**config.mk**
```make
export PLATFORM = sky130hd
export DESIGN_NAME = serial_transmitting
export DESIGN_NICKNAME = d
export VERILOG_FILES = /design/src/rtl/serial_pkg.sv /design/src/rtl/serial_transmitting_baud_counter.sv /design/src/rtl/serial_transmitting.sv
export SDC_FILE = /design/constraint.sdc
export NUM_CORES = 1
export LEC_CHECK = 0
export CAP_MARGIN = 40
export CORE_MARGIN = 5
export CORE_UTILIZATION = 62
export CTS_BUF_LIST = sky130_fd_sc_hd__clkbuf_2 sky130_fd_sc_hd__clkbuf_4 sky130_fd_sc_hd__clkbuf_8
export CTS_CLUSTER_SIZE = 8
export DETAILED_ROUTE_END_ITERATION = 16
export PLACE_DENSITY = 0.92
export SLEW_MARGIN = 20
export SYNTH_ARGS = -nofsm -noshare
export SYNTH_HDL_FRONTEND = slang
export SYNTH_HIERARCHICAL = 1
export SYNTH_SLANG_ARGS = --single-unit
```
**constraint.sdc**
```tcl
create_clock -name clk -period 4.9 [get_ports clk]
set_clock_uncertainty 0.2 [all_clocks]
set_input_delay 0.49 -clock clk [delete_from_list [all_inputs] [get_ports clk]]
set_output_delay 0.49 -clock clk [all_outputs]
set_load 0.02 [all_outputs]
```
**src/rtl/serial_pkg.sv**
```systemverilog
// Shared definitions for the serial transmit/receive pair: frame geometry,
// line levels and FSM state encoding.
package serial_pkg;

    localparam int CLKS_PER_BIT = 16;
    localparam int FRAME_BITS   = 10;

    localparam logic START_BIT = 1'b0;
    localparam logic STOP_BIT  = 1'b1;

    localparam logic [2:0] S_IDLE   = 3'd0;
    localparam logic [2:0] S_START  = 3'd1;
    localparam logic [2:0] S_DATA   = 3'd2;
    localparam logic [2:0] S_PARITY = 3'd3;
    localparam logic [2:0] S_STOP   = 3'd4;

    typedef enum logic [2:0] {
        IDLE   = S_IDLE,
        START  = S_START,
        DATA   = S_DATA,
        PARITY = S_PARITY,
        STOP   = S_STOP
    } state_t;

endpackage

```
**src/rtl/serial_transmitting_baud_counter.sv**
```systemverilog
// Bit-period timer: counts clocks within one serial bit and flags the last
// clock (bit_done) and the one before it (bit_almost_done).
module baud_counter #(
    parameter int CLKS_PER_BIT = 16
) (
    input  logic clk,
    input  logic reset,
    input  logic clear,
    output logic bit_done,
    output logic bit_almost_done
);

    localparam int CNT_W = $clog2(CLKS_PER_BIT);
    localparam logic [CNT_W-1:0] LAST = CNT_W'(CLKS_PER_BIT - 1);
    localparam logic [CNT_W-1:0] PRE  = CNT_W'(CLKS_PER_BIT - 2);

    logic [CNT_W-1:0] count_reg;

    always_ff @(posedge clk) begin
        if (reset || clear) begin
            count_reg <= '0;
        end else if (count_reg == LAST) begin
            count_reg <= '0;
        end else begin
            count_reg <= count_reg + 1'b1;
        end
    end

    assign bit_done        = (count_reg == LAST);
    assign bit_almost_done = (count_reg == PRE);

endmodule

```
**src/rtl/serial_transmitting.sv**
```systemverilog
// Serial transmitter: start bit, DATA_BITS data bits LSB first, even parity,
// stop bit. A one-deep holding register allows back-to-back frames.
module serial_transmitting #(
    parameter int CLKS_PER_BIT = serial_pkg::CLKS_PER_BIT,
    parameter int DATA_BITS    = 7
) (
    input  logic                 clk,
    input  logic                 reset,
    input  logic                 load,
    input  logic [DATA_BITS-1:0] char_in,
    output logic                 data_out,
    output logic                 ready,
    output logic                 busy,
    output logic                 charSent,
    output logic                 overrun
);
    import serial_pkg::*;

    localparam int IDX_W = $clog2(DATA_BITS);
    localparam logic [IDX_W-1:0] LAST_IDX = IDX_W'(DATA_BITS - 1);

    state_t               state_reg, state_next;
    logic [DATA_BITS-1:0] hold_reg;
    logic [DATA_BITS-1:0] shift_reg, shift_next;
    logic [IDX_W-1:0]     idx_reg, idx_next;
    logic                 parity_reg, parity_next;
    logic                 line_reg, line_next;
    logic                 ready_reg;
    logic                 busy_reg;
    logic                 char_sent_reg;
    logic                 overrun_reg;
    logic                 dequeue;
    logic                 baud_clear;
    logic                 bit_done;
    logic                 bit_almost_done;

    // Holding the counter at zero while idle makes the start bit last a full period.
    assign baud_clear = (state_reg == IDLE);

    baud_counter #(
        .CLKS_PER_BIT(CLKS_PER_BIT)
    ) u_baud (
        .clk            (clk),
        .reset          (reset),
        .clear          (baud_clear),
        .bit_done       (bit_done),
        .bit_almost_done(bit_almost_done)
    );

    always_comb begin
        state_next  = state_reg;
        shift_next  = shift_reg;
        idx_next    = idx_reg;
        parity_next = parity_reg;
        line_next   = line_reg;
        dequeue     = 1'b0;
        case (state_reg)
            IDLE: begin
                line_next = STOP_BIT;
                if (!ready_reg) begin
                    dequeue     = 1'b1;
                    state_next  = START;
                    shift_next  = hold_reg;
                    parity_next = ^hold_reg;
                    line_next   = START_BIT;
                end
            end
            START: begin
                if (bit_done) begin
                    state_next = DATA;
                    idx_next   = '0;
                    line_next  = shift_reg[0];
                end
            end
            DATA: begin
                if (bit_done) begin
                    if (idx_reg == LAST_IDX) begin
                        state_next = PARITY;
                        line_next  = parity_reg;
                    end else begin
                        idx_next   = idx_reg + 1'b1;
                        shift_next = shift_reg >> 1;
                        line_next  = shift_reg[1];
                    end
                end
            end
            PARITY: begin
                if (bit_done) begin
                    state_next = STOP;
                    line_next  = STOP_BIT;
                end
            end
            STOP: begin
                if (bit_done) begin
                    if (!ready_reg) begin
                        // Queued character: start bit follows with no idle clock.
                        dequeue     = 1'b1;
                        state_next  = START;
                        shift_next  = hold_reg;
                        parity_next = ^hold_reg;
                        line_next   = START_BIT;
                    end else begin
                        state_next = IDLE;
                        line_next  = STOP_BIT;
                    end
                end
            end
            default: begin
                state_next = IDLE;
                line_next  = STOP_BIT;
            end
        endcase
    end

    always_ff @(posedge clk) begin
        if (reset) begin
            state_reg     <= IDLE;
            hold_reg      <= '0;
            shift_reg     <= '0;
            idx_reg       <= '0;
            parity_reg    <= 1'b0;
            line_reg      <= STOP_BIT;
            ready_reg     <= 1'b1;
            busy_reg      <= 1'b0;
            char_sent_reg <= 1'b0;
            overrun_reg   <= 1'b0;
        end else begin
            state_reg  <= state_next;
            shift_reg  <= shift_next;
            idx_reg    <= idx_next;
            parity_reg <= parity_next;
            line_reg   <= line_next;
            busy_reg   <= (state_next != IDLE);
            // Loads and dequeues are exclusive: one needs ready high, the other low.
            if (load && ready_reg) begin
                hold_reg  <= char_in;
                ready_reg <= 1'b0;
            end else if (dequeue) begin
                ready_reg <= 1'b1;
            end
            overrun_reg   <= load && !ready_reg;
            char_sent_reg <= (state_reg == STOP) && bit_almost_done;
        end
    end

    assign data_out = line_reg;
    assign ready    = ready_reg;
    assign busy     = busy_reg;
    assign charSent = char_sent_reg;
    assign overrun  = overrun_reg;

endmodule

```
# [Word-level counts from Yosys, hierarchy flattened]
# Index checks and enable logic that the tools add are counted.
[classes] shift=0 addsub=2 n_reduce_logical=17 n_eq_ne=12 magnitude_cmp=0 n_bitwise=0 muxes=32 multipliers=0 div=0
[op_table] cell="2-to-1 mux 7 bit" n=4
[op_table] cell="2-to-1 mux 3 bit" n=9
[op_table] cell="one-hot mux 7 bit (3 select lines)" n=1
[op_table] cell="one-hot mux 3 bit (5 select lines)" n=1
[op_table] cell="2-to-1 mux 1 bit" n=13
[op_table] cell="AND reduction 4 bit" n=3
[op_table] cell="inequality test 2 bit, second input constant" n=5
[op_table] cell="equality test 4 bit, second input constant" n=2
[op_table] cell="parity 7 bit" n=1
[op_table] cell="equality test 3 x 2 -> 1 bit, second input constant" n=2
[op_table] cell="equality test 3 bit, second input constant" n=2
[op_table] cell="one-hot mux 3 bit (2 select lines)" n=1
[op_table] cell="nonzero test 2 bit" n=3
[op_table] cell="nonzero test 3 bit" n=2
[op_table] cell="one-hot mux 1 bit (5 select lines)" n=1
[op_table] cell="adder 4 x 1 -> 4 bit, second input constant" n=1
[op_table] cell="one-hot mux 1 bit (2 select lines)" n=2
[op_table] cell="adder 3 x 1 -> 3 bit, second input constant" n=1
[op_table] cell="equality test 3 x 1 -> 1 bit, second input constant" n=1
[op_table] cell="logical AND 1 bit" n=3
[op_table] cell="zero test 3 bit" n=1
[op_table] cell="AND reduction 2 bit" n=1
[op_table] cell="OR reduction 2 bit" n=1
[op_table] cell="zero test 1 bit" n=1
[op_table] cell="logical OR 1 bit" n=1
[word_totals] rom_bits=0 mem_count=0 ramBits=0 reg_bits=30 output_inout_bits=5 elab_cells=74 in_bits=10 latch_bits=0

# [Longest topological paths before layout]
# Gate-level depths: netlist of the first run.
[logic_depth] word_depth=5 mapped_depth=7 depth_no_buf=6

# [Cells and area by module]
# The synthesis of the first run kept the hierarchy.
[modules_own_cells] mod="serial_transmitting" cells_per_inst=143 area_each_um2=1305.0 n_inst=1 seq_area_each_um2=520.5
[modules_own_cells] mod="baud_counter" cells_per_inst=17 area_each_um2=180.2 n_inst=1 seq_area_each_um2=80.1

# [Worst setup path before layout of the first run]
# Ideal clock, no wire load.
[synth_timing] kind="register to register" start="register u_baud.count_reg[0]" end="register shift_reg[3]" setup_time_ns=0.088 required_ns=4.612 t_arrival_ns=1.561 slack_ns=3.051 path_buffers=2 stages_incl_launch_ff=8 period_less_slack_ns=1.849 path_cell_list="dfxtp_1 ha_1 and3_4 buf_2 a21o_1 buf_2 a21oi_1 a311oi_2"
[synth_via] elab_chain_len=3 word_cells_on_any_way=4 classes_between="3 x eq/ne; 1 x reduce/logical"
[synth_lines] item="from (decl)" line_no="serial_transmitting_baud_counter.sv:17" text="logic [CNT_W-1:0] count_reg;"
[synth_lines] item="from (signal assigned)" line_no="serial_transmitting_baud_counter.sv:25" text="count_reg <= count_reg + 1'b1;"
[synth_lines] item="equality test 4 bit *" line_no="serial_transmitting_baud_counter.sv:29" text="assign bit_done = (count_reg == LAST);"
[synth_lines] item="via bit_done" line_no="serial_transmitting.sv:34" text="logic bit_done;"
[synth_lines] item="inequality test 2 bit (no source line)"
[synth_lines] item="AND reduction 4 bit (no source line) *"
[synth_lines] item="to (signal assigned)" line_no="serial_transmitting.sv:129" text="shift_reg <= shift_next;"
[synth_lines] item="to (decl)" line_no="serial_transmitting.sv:24" text="logic [DATA_BITS-1:0] shift_reg, shift_next;"
# Mark *: on every way through the listed nets, which the timed path passes. The rest lies on a longest branch.
# A chain may end at the register's enable or synchronous reset.

# [Worst setup path in the final report of the first run]
[layout_timing] start="register ready_reg, in the netlist ready" end="output ready"
[layout_lines] item="from (decl)" line_no="serial_transmitting.sv:28" text="logic ready_reg;"
[layout_lines] item="from (signal assigned)" line_no="serial_transmitting.sv:123" text="ready_reg <= 1'b1;"
[layout_lines] item="from (signal assigned)" line_no="serial_transmitting.sv:137" text="ready_reg <= 1'b0;"
[layout_lines] item="from (signal assigned)" line_no="serial_transmitting.sv:139" text="ready_reg <= 1'b1;"
[layout_lines] item="to (decl)" line_no="serial_transmitting.sv:12" text="output logic ready,"
# No word-level cell between the ends.

==> results of run 1 <==
-- cells by family after synthesis --
group / synth area share, %
adders and majority gates: 3.37
DFF: 40.4
xor gates and xnor gates: 5.31
muxes: 4.80
AOI/OAI and AO/OA: 20.5
buffers and inverters: 5.14
and+or+nand+nor: 20.5
-- Yosys cell counts (4+ instances only) --
master | n | area (sq um)
dfxtp_1 | 30 | 601
a21oi_1 | 18 | 90.1
mux2i_1 | 6 | 60.1
nand2b_1 | 6 | 37.5
clkbuf_1 | 5 | 18.8
buf_2 | 4 | 20.0
nand2_1 | 11 | 41.3
a311oi_1 | 5 | 43.8
nor2_1 | 5 | 18.8
xnor2_1 | 7 | 61.3
nand3_1 | 10 | 50.1
ha_1 | 4 | 50.1
nor3_1 | 6 | 30.0
-- layout by cell type (no fill, tap or decap), drive strengths merged, types with 3 or more instances in the layout --
cell type	n
nand2	11
a21o	3
nor2	7
xnor2	7
a21oi	18
mux2i	6
nor3	6
clkdlybuf4s50	14
a311oi	8
dfxtp	30
nand3	10
nand2b	6
ha	4
inv	4
clkbuf	8
-- stage by stage --
stage / hold slack [ns] / std cells / setup WS, ns
after CTS: 0.294 / 200 / 2.51
after detailed placement: 0.281 / 192 / 2.59
after global routing: 0.321 / 200 / 2.33
final: 0.291 / 200 / 2.49
after global placement: 0.241 / 191 / 2.51
after floorplan: 0.230 / 160 / 3.05
-- worst paths after layout --
path                                   from                         to  slack, ns  cells past startpoint
max reg2reg  u_baud/count_reg[0]$_SDFF_PP0_  shift_reg[4]$_SDFFE_PP0P_       2.56                      6
max                      ready$_SDFFE_PP1P_                      ready       2.49                      1
min reg2reg        hold_reg[6]$_SDFFE_PP0P_   hold_reg[6]$_SDFFE_PP0P_       0.29                      2
min                hold_reg[6]$_SDFFE_PP0P_   hold_reg[6]$_SDFFE_PP0P_       0.29                      2
-- layer usage --
| metal | GRT usage [%] | vias to the layer above |
|---|---|---|
| li1 | - | 602 |
| met1 | 24.3 | 584 |
| met2 | 35.6 | 33 |
| met3 | 5.26 | 8 |
| met4 | 10.7 | 0 |
| met5 | 0 | - |
-- power by group --
group	internal, mW	total [mW]	switching [mW]
sequential	0.257	0.272	0.0143
clock	0.0980	0.184	0.0865
combinational	0.0368	0.0710	0.0342
total	0.392	0.527	0.135
-- layout make-up --
type / count / area share, %
clock buffer: 8 / 4.65
inverter: 5 / 1.11
multi-input combinational: 114 / 47.6
sequential: 30 / 35.4
tap: 28 / 2.06
timing repair buffer: 15 / 9.14
==> impl_metrics.tcl, run 1 <==
set metrics [dict create \
    effective_utilization_at_floorplan_pct 65.9 \
    cts.repair.resized 0 \
    post-route-drc-count 0 \
    ant_nets 0 \
    routed.top_layer "met4" \
    ys_async_sr_fraction_pct 0 \
    fraction_of_layout_instances_using_a_drive_strength_above_1_pct 11.6 \
    critical_path.max_fanout 14 \
    totalWireLength_microns 3120 \
    met3_wirelength_microns 138 \
    fin_setup_tns_ns 0 \
    die_height_microns 58.9 \
    port-buffer-count 14 \
    floorplan.io_pins 15 \
    p_total_uw 527 \
    crit_type "flip-flop to primary output" \
    critPathLaunchType "flip-flop" \
    fillers 179 \
    worst_path_dominant_cell_family "buffers and inverters" \
    seqCellArea_sq_um 601 \
    required_ns 4.21 \
    cts.sink_count 30 \
    relSlewSlack_pct 56.6 \
    viasPerCell 6.14 \
    area_overhead_vs_synth_pct 14.2 \
    path_clk_slew_ns 0.09 \
    synthDistinctLibCells 45 \
    num_cts_buffers 5 \
    gp_congestion 0.752 \
    count_of_yosys_warnings_during_synthesis 6 \
    mappedNetlistNets 174 \
    run_status "complete, no violations" \
    ctsRootBufferMaster "clkbuf_4" \
    critPathCaptureType "primary output" \
    global_route_total_usage_across_every_layer_pct 21.0 \
    layout.core_utilization_pct 75.2 \
    tritoncts "built" \
    fmax_mhz 415 \
    grt_pass1_wl_microns 5510 \
    die_w_microns 58.9 \
    crit_chain "clkdlybuf4s50_1" \
    wl_cell_microns 15.6 \
    detailroute.via_count 1227 \
    pins_over_their_slew_limit 0 \
    design_area_sq_um 1700 \
    dp_hpwl_microns 2280 \
    number_of_storage_elements_in_the_synthesis_netlist 30 \
    leakage_nw 0.583 \
    num-nets-final 185 \
    grt_setup_unrepaired "false" \
    power.density_cell_area_nw_per_um2 311 \
    worst_skew_pair.late_latency_ns 0.33 \
    number_of_global_route_vias_before_repair 1209 \
    slowest_stage "clkdlybuf4s50_1" \
    number_of_optimization_iterations_in_the_first_detailed_route_pass 4 \
    path_buf_inv 1 \
    worstHoldPathType "flip-flop to flip-flop" \
    crit_path_max_incr_delay_ns 0.71 \
    synth_sequential_area_ratio_pct 40.4 \
    h-tree-depth 2 \
    post_synth_instance_area_sq_um 1490 \
    detailed_place.area_sq_um 1620 \
    cts-hold-fix-buffers 0 \
    fp-row-count 17 \
    final_period_demand_of_the_worst_path_ns 2.41 \
    first_iter_violations 50 \
    synth_enable_flop_cells 0 \
    finalSetupViolations 0 \
    final_hold_viol_count 0 \
    ys.flop_type "dfxtp_1" \
    peakVddDrop_mv 0.227 \
    floorplan.die_area_sq_um 3470 \
    floorplan.core_area_sq_um 2250 \
    dr_wl_met2_microns 1610 \
    postCtsSetupBuffers 0 \
    combined_area_of_the_multi_input_logic_cells_sq_um 808 \
    number_of_antenna_violations_at_the_first_check_in_global_routing 0 \
    drv_cap 0 \
    final.period_utilization_pct 49.1 \
    global_route.overflow_total 0 \
    worst-endpoint-arrival_ns 1.72 \
    largest_net_degree_at_the_start_of_global_routing 19 \
    syn_inst 160 \
    post_synth.cell_area_avg_sq_um 9.28 \
    cts_max_path_buffers 2 \
    worst_max_slew_pin_slew_ns 0.651 \
    met1_length_microns 1300 \
    insertedDiodeCount 0 \
]
Note: power is estimated with default switching activity, not from simulation.
==> run 2: changes to the inputs <==
Settings changed: CORE_UTILIZATION 62 to 52, PLACE_DENSITY 0.92 to 0.83.
Clock period 4.9 ns to 2.2 ns, I/O delays scaled along.
==> impl_metrics.tcl, run 2 (synthesized netlist as in run 1, its figures left out) <==
set metrics [dict create \
    run_status "complete, no violations" \
    peakVddDrop_mv 0.530 \
    grt_pass1_wl_microns 5390 \
    fmax_mhz 465 \
    floorplan.core_area_sq_um 2760 \
    relSlewSlack_pct 66.5 \
    design_area_sq_um 1750 \
    area_overhead_vs_synth_pct 18.0 \
    final.period_utilization_pct 97.7 \
    fp-row-count 19 \
    dp_hpwl_microns 2350 \
    cell_count_of_the_worst_hold_path 3 \
    leakage_nw 0.626 \
    die_height_microns 63.4 \
    ant_nets 0 \
    cts_max_path_buffers 2 \
    final_common_cell "dfxtp_1" \
    reg2regPathDepth 7 \
    number_of_global_route_vias_before_repair 1197 \
    worstHoldPathType "input pin to flip-flop" \
    global_route.overflow_total 0 \
    critical_path.max_fanout 10 \
    detailed_place.area_sq_um 1640 \
    regToRegSetupSlack_ns 0.05 \
    fillers 224 \
    wl_cell_microns 15.4 \
    layout.cells.most_common_list "30 x dfxtp_1, 18 x a21oi_1, 14 x clkdlybuf4s50_1" \
    die_w_microns 63.4 \
    final_hold_viol_count 0 \
    gp_congestion 0.796 \
    min_to "hold_reg[2]$_SDFFE_PP0P_" \
    worst_max_slew_pin_slew_ns 0.498 \
    holdCritStartpoint "char_in[2]" \
    path_clk_slew_ns 0.09 \
    final_period_demand_of_the_worst_path_ns 2.15 \
    r2r-start "u_baud/count_reg[0]$_SDFF_PP0_" \
    crit_type "flip-flop to flip-flop" \
    floorplan.io_pins 15 \
    critPathCaptureType "flip-flop" \
    floorplan.die_area_sq_um 4020 \
    required_ns 2.25 \
    worst-endpoint-arrival_ns 2.20 \
    largest_net_degree_at_the_start_of_global_routing 17 \
    drv_cap 0 \
    cts.sink_count 30 \
    power.density_cell_area_nw_per_um2 650 \
    fraction_of_layout_instances_using_a_drive_strength_above_1_pct 16.5 \
    cts.repair.resized 0 \
    worstReg2RegEnd "shift_reg[2]$_SDFFE_PP0P_" \
    global_route_total_usage_across_every_layer_pct 17.1 \
    combined_area_of_the_multi_input_logic_cells_sq_um 808 \
    cts-hold-fix-buffers 0 \
    finalSetupViolations 0 \
    viasPerCell 6.05 \
    grt_setup_unrepaired "true" \
    detailroute.via_count 1288 \
    ctsRootBufferMaster "clkbuf_4" \
    tritoncts "built" \
    fin_setup_tns_ns 0 \
    num_cts_buffers 5 \
    seqCellArea_sq_um 601 \
    effective_utilization_at_floorplan_pct 53.9 \
    number_of_optimization_iterations_in_the_first_detailed_route_pass 4 \
    h-tree-depth 2 \
    insertedDiodeCount 0 \
    num-nets-final 195 \
    worst_skew_pair.late_latency_ns 0.34 \
    pins_over_their_slew_limit 0 \
    port-buffer-count 14 \
    post-route-drc-count 0 \
    totalWireLength_microns 3280 \
    first_iter_violations 75 \
    critPathLaunchType "flip-flop" \
    number_of_antenna_violations_at_the_first_check_in_global_routing 0 \
    postCtsSetupBuffers 0 \
]
[run 2: where the power goes]
part | switching, mW | internal, mW
Clock | 0.192 | 0.167
Combinational | 0.0856 | 0.0923
Sequential | 0.0288 | 0.574
[run 2: final cells by class]
class	instances	share of cell area [%]
timing repair buffer	25	12.7
multi-input combinational	114	46.1
sequential	30	34.3
clock inverter	1	0.286
clock buffer	7	3.35
inverter	5	1.07
tap	31	2.21
[run 2: per-layer routing]
layer	wire, microns	up-vias	global-route usage, %
li1	-	626	-
met1	1340	605	18.7
met2	1630	46	28.3
met3	214	11	6.75
met4	91	0	8.57
met5	0	-	0
[run 2: stage by stage]
stage | utilization (%) | worst slack (ns) | hold slack (ns) | std cells | power [mW]
2_1_floorplan | - | 0.351 | 0.0966 | 160 | 0.727
3_3_place_gp | 59.6 | 0.184 | 0.242 | 199 | 0.772
3_5_place_dp | 59.6 | 0.0341 | 0.251 | 199 | 0.783
4_1_cts | 61.9 | 0.0426 | 0.249 | 207 | 1.14
5_1_grt | 63.6 | -0.0518 | 0.236 | 213 | 1.21
6_report | 63.6 | 0.0506 | 0.258 | 213 | 1.14
[run 2: worst max-delay path: stages (launching register included)]
cell and delay, ns:
dfxtp_1 0.38, ha_1 0.21, and3_4 0.27, nand2b_1 0.11
a221oi_4 0.35, buf_4 0.21, a21oi_1 0.08, a311oi_1 0.27
[run 2: worst max path at each step]
stage,from,end,slack (ns)
finish,u_baud/count_reg[0]$_SDFF_PP0_,shift_reg[2]$_SDFFE_PP0P_,0.05
global route,u_baud/count_reg[0]$_SDFF_PP0_,shift_reg[5]$_SDFFE_PP0P_,-0.05
CTS,u_baud/count_reg[0]$_SDFF_PP0_,shift_reg[0]$_SDFFE_PP0P_,0.04
detailed placement,u_baud/count_reg[0]$_SDFF_PP0_,shift_reg[0]$_SDFFE_PP0P_,0.03
global placement,u_baud/count_reg[0]$_SDFF_PP0_,shift_reg[5]$_SDFFE_PP0P_,0.18
floorplan,u_baud/count_reg[0]$_SDFF_PP0_,shift_reg[3]$_SDFFE_PP0P_,0.35
